## config.mk

```make
export PLATFORM = sky130hd
export DESIGN_NAME = sipo_shift_receiver
export DESIGN_NICKNAME = d
export VERILOG_FILES = /design/src/rtl/sipo_pkg.sv /design/src/rtl/sipo_bit_counter.sv /design/src/rtl/sipo_shift_receiver.sv
export SDC_FILE = /design/constraint.sdc
export NUM_CORES = 1
export LEC_CHECK = 0
export ABC_CLOCK_PERIOD_IN_PS = 1400
export BUFFER_PORTS_ARGS = -buffer_cell sky130_fd_sc_hd__buf_4
export CAP_MARGIN = 40
export CORE_UTILIZATION = 47
export DETAILED_ROUTE_END_ITERATION = 10
export PLACE_DENSITY = 0.72
export SYNTH_ARGS = -nofsm -noshare
export SYNTH_HDL_FRONTEND = slang
export SYNTH_SLANG_ARGS = --single-unit
```

## constraint.sdc

```tcl
create_clock -name clk -period 1.4 [get_ports clk]
set_input_delay 0.07 -clock clk [delete_from_list [all_inputs] [get_ports clk]]
set_output_delay 0.07 -clock clk [all_outputs]
set_load 0.03 [all_outputs]
```

## src/rtl/sipo_pkg.sv

```systemverilog
// Shared types and defaults for the SIPO shift-register receiver.
// Imported by the bit counter and the receiver top level.
package sipo_pkg;

    typedef enum logic {
        IDLE,
        SHIFT
    } sipo_state_t;

    localparam int DEFAULT_WIDTH = 8;

endpackage

```

## src/rtl/sipo_bit_counter.sv

```systemverilog
// Frame bit counter: counts sampled bits 0..WIDTH-1 and flags the last one.
// Clear wins over enable; the count folds back to 0 after the last bit.
module sipo_bit_counter
    import sipo_pkg::*;
#(
    parameter int WIDTH = DEFAULT_WIDTH
) (
    input  logic                     clk,
    input  logic                     N_clr,
    input  logic                     en,
    input  logic                     clr,
    output logic [$clog2(WIDTH)-1:0] cnt,
    output logic                     last
);

    localparam int CW = $clog2(WIDTH);
    localparam logic [CW-1:0] LAST_CNT = CW'(WIDTH - 1);

    assign last = (cnt == LAST_CNT);

    always_ff @(posedge clk or negedge N_clr) begin
        if (!N_clr) begin
            cnt <= '0;
        end else if (clr) begin
            cnt <= '0;
        end else if (en) begin
            cnt <= last ? '0 : cnt + CW'(1);
        end
    end

endmodule

```

## src/rtl/sipo_shift_receiver.sv

```systemverilog
// Serial-in/parallel-out receiver, MSB first, with clock inhibit.
// Holds the IDLE/SHIFT FSM, the shift register and the output word.
module sipo_shift_receiver
    import sipo_pkg::*;
#(
    parameter int WIDTH = DEFAULT_WIDTH
) (
    input  logic             clk,
    input  logic             N_clr,
    input  logic             clk_inh,
    input  logic             start,
    input  logic             ser_in,
    output logic [WIDTH-1:0] par_out,
    output logic             par_valid,
    output logic             busy,
    output logic             ser_out
);

    sipo_state_t              state;
    logic [WIDTH-1:0]         sreg;
    logic [WIDTH-1:0]         shifted;
    logic [$clog2(WIDTH)-1:0] cnt;
    logic                     last;
    logic                     run;
    logic                     cnt_en;
    logic                     cnt_clr;
    logic                     unused_cnt;

    assign run     = ~clk_inh;
    assign busy    = (state == SHIFT);
    assign ser_out = sreg[WIDTH-1];
    assign shifted = {sreg[WIDTH-2:0], ser_in};

    // Any enabled start restarts the count: frame start, abort or chain.
    assign cnt_clr    = run & start;
    assign cnt_en     = run & busy;
    assign unused_cnt = ^cnt;

    sipo_bit_counter #(
        .WIDTH(WIDTH)
    ) u_cnt (
        .clk  (clk),
        .N_clr(N_clr),
        .en   (cnt_en),
        .clr  (cnt_clr),
        .cnt  (cnt),
        .last (last)
    );

    always_ff @(posedge clk or negedge N_clr) begin
        if (!N_clr) begin
            state     <= IDLE;
            sreg      <= '0;
            par_out   <= '0;
            par_valid <= 1'b0;
        end else begin
            par_valid <= 1'b0;
            if (run) begin
                unique case (state)
                    IDLE: begin
                        if (start) begin
                            state <= SHIFT;
                        end
                    end
                    SHIFT: begin
                        if (last) begin
                            sreg      <= shifted;
                            par_out   <= shifted;
                            par_valid <= 1'b1;
                            if (!start) begin
                                state <= IDLE;
                            end
                        end else if (!start) begin
                            sreg <= shifted;
                        end
                    end
                endcase
            end
        end
    end

endmodule

```

==> summary.md <==
| Metric | Value |
|---|---|
| Status | `complete, but fails checks` |
| Failing checks | `setup timing` |
| Die Span Y | `44.61 microns` |
| P_int | `1055 uW` |
| DRC viols | `0` |
| Detail Placement HPWL | `1.001 mm` |
| Ant. Diodes | `0` |
| Synth Instances | `58` |
| Cts bufs inserted | `3` |
| FMAX | `687.8 MHz` |
| 1st-pass router iterations | `3` |
| Final Hold Vio Count | `0` |
| Design Power | `1457 uW` |
| Initial antenna violation count | `0` |
| Routed len/inst | `13.14 microns` |
| Clock Tree Root | `clkbuf_4` |
| Sw Ratio | `0.2762` |
| Clock Tree Buf Depth | `2` |
| Net Sw Power | `402.6 uW` |
| Layout cell share with drive strength beyond 1 | `0.5610` |
| Gate power share | `0.251` |
| Leak | `0.0005732 uW` |
| Drt initial violations | `2` |
| Area Overhead vs Synth | `31.23%` |
| Total gr overflow | `0` |
| Number of setup violations in the final report | `16` |
| Number of global-route vias before repair | `573` |
| Total Wirelength | `1.406 mm` |
| Later-pin clock latency in the skew report | `290 ps` |
| Area leader, netlist | `dfrtp_1` |
| Worst hold slack | `14.77 ps` |
| Vias/cell | `4.972` |
| Mapped Area | `853.3 sq um` |
| Clock period minus final worst setup slack | `1454 ps` |
| Power per cell area | `1301 mW/mm^2` |
| Post-Syn Area per Cell | `14.71 sq um` |
| Number of nets with antenna violations after routing | `0` |
| Cell Rows | `15` |
| Worst-path clk slew | `100 ps` |
| Flops & latches, synth | `21` |
| Initial core utilization | `0.4996` |
| # clock sinks | `21` |
| Worst VDD drop | `0.7617 mV` |
| Num ports | `16` |
| Crit. End Element | `flop` |
| RSZ-0062 raised after global routing | `yes` |
| CP Class | `reg -> reg` |
| Setup slack after layout | `-53.87 ps` |
| Layout Cells excl Fill | `107` |
| Final net count | `90` |
| Post-Route Utilization | `0.6557` |
| Pin count of the biggest net entering global routing | `22` |
| Top cell type's share of synthesized area | `0.6158` |
| Synth top area cells | `dfrtp_1 (62%), mux2_2 (21%), ha_1 (2.9%)` |
| Dpl cell area | `0.001027 sq mm` |
| Slew Limit Fails | `0` |
| Final Cycle Share | `1.038` |
| First-pass GRT wire length | `2.456 mm` |
| Data arrival time at the worst-slack endpoint | `1640 ps` |
| Finished Cell Area | `0.001120 sq mm` |
| Placeable Area | `0.001708 sq mm` |
| Synth warn | `0` |
| CTS tree | `built` |
| Slew margin rel. | `0.7931` |
| Worst Hold Class | `in -> reg` |
| Startpoint types | `flop` |
| CP Data Required Time | `1590 ps` |
| H-tree depth | `1` |
| Placed insts | `99` |
| Die area | `0.001990 sq mm` |
| Synth Net Count | `65` |
| Chip Width | `44.61 microns` |
| Clk_skew | `5.822 ps` |
| GRT Total Usage | `0.1769` |
| Clock Power Share | `0.189` |
| DR vias | `532` |
| Final GP Congestion | `0.7859` |
| Port Buf Inserts | `15` |
| Share of power burned in registers | `0.561` |
| Seq/Total Area, Yosys | `0.6158` |
| Max Cap Viol | `0` |
| Critical-path maximum fanout | `5` |
| Post-synth cell types | `13` |
| Slew @ Worst Pin | `306.4 ps` |
flip-flops by register name, indices dropped and copies added, names as in the netlist:
signal	cells
par_valid	1
sreg	8
busy	1
par_out	8
u_cnt.cnt	3
power by group through the flow:
| stage | combinational [uW] | sequential, uW | clock, uW |
|---|---|---|---|
| after floorplan | 148 | 855 | 0 |
| after global placement | 295 | 819 | 0 |
| after detailed placement | 303 | 827 | 0 |
| after CTS | 351 | 818 | 291 |
| after global routing | 401 | 837 | 310 |
| final | 365 | 817 | 275 |
cells by family (layout without fill, tap and decap cells):
logic type / count (synthesis) / count (layout) / share of synthesized area
flip-flops: 21 / 21 / 0.6158
AND/OR/NAND/NOR: 7 / 7 / 0.05718
multiplexers: 16 / 16 / 0.2111
buffers and inverters: 4 / 28 / 0.01759
adder cells (fa/ha/maj): 2 / 2 / 0.02932
AO/OA/AOI/OAI: 8 / 8 / 0.06892
area by class of cell:
cell class	count	area, sq um
inverters	4	17.52
repair buffers	20	160.2
fillers	120	588.1
multi-input cells	33	357.8
clock buffers	3	22.52
flip-flops and latches	21	525.5
well taps	25	31.28
clock inverters	1	5.005
per-layer routing:
layer / track usage / share of wire
met3: 0.03673 / 0.046
met5: 0 / 0
met4: 0.07273 / 0.0085
met2: 0.2824 / 0.47
met1: 0.2364 / 0.47
worst max-delay path, cell delays in order (launching register included):
cell and delay [ps]:
dfrtp_1 370, ha_2 200, ha_4 160, inv_4 40, a21oi_4 140, buf_6 150, mux2_4 290
worst paths after layout:
| check | start | endpoint | slack, ps | cells past startpoint |
|---|---|---|---|---|
| max | u_cnt.cnt[1] | sreg[0] | -50 | 6 |
| min | ser_in | sreg[0] | 10 | 2 |
| max reg2reg | u_cnt.cnt[1] | sreg[0] | -50 | 6 |
| min reg2reg | par_out[2] | par_out[2] | 520 | 1 |
| max in group asynchronous | N_clr | par_out[0] | 1010 | 2 |
| min in group asynchronous | N_clr | busy | 180 | 2 |
metrics by stage:
step | worst slack [ps] | setup TNS, ps
after floorplan | -19.33 | -115.4
after global placement | -60.00 | -340.7
after detailed placement | -132.6 | -1208
after CTS | -71.43 | -952.3
after global routing | -118.6 | -1556
final | -53.87 | -514.8
Yosys cell counts:
cell type,n
ha_1,2
o311ai_0,1
nor2b_4,1
inv_1,4
nand2_2,1
o41ai_1,1
mux2_2,16
a21oi_4,1
nor2_1,1
dfrtp_1,21
nand2b_4,1
o21ai_0,5
nand2_1,3
timing repair:
action,CTS,global route
buffers inserted,3,0
resized for setup,7,3
pin swaps,2,2
endpoints found under the setup margin,16,17
hold buffers,1,0
hold endpoints to repair,21,0
placed cells by master (no fill, tap or decap):
master         netlist  routed
ha_4                 0       1
nand2_2              1       1
buf_6                0       2
inv_1                4       3
a21oi_4              1       1
o21ai_0              5       5
clkbuf_4             0       3
o311ai_1             0       1
dlygate4sd3_1        0       1
ha_2                 0       1
nor2_1               1       1
nor2b_4              1       1
buf_4                0      17
mux2_4               0       8
inv_4                0       1
o41ai_1              1       1
clkinv_2             0       1
mux2_2              16       8
nand2_1              3       3
dfrtp_1             21      21
nand2b_4             1       1
No activity file was read; power rests on OpenSTA's default activity.
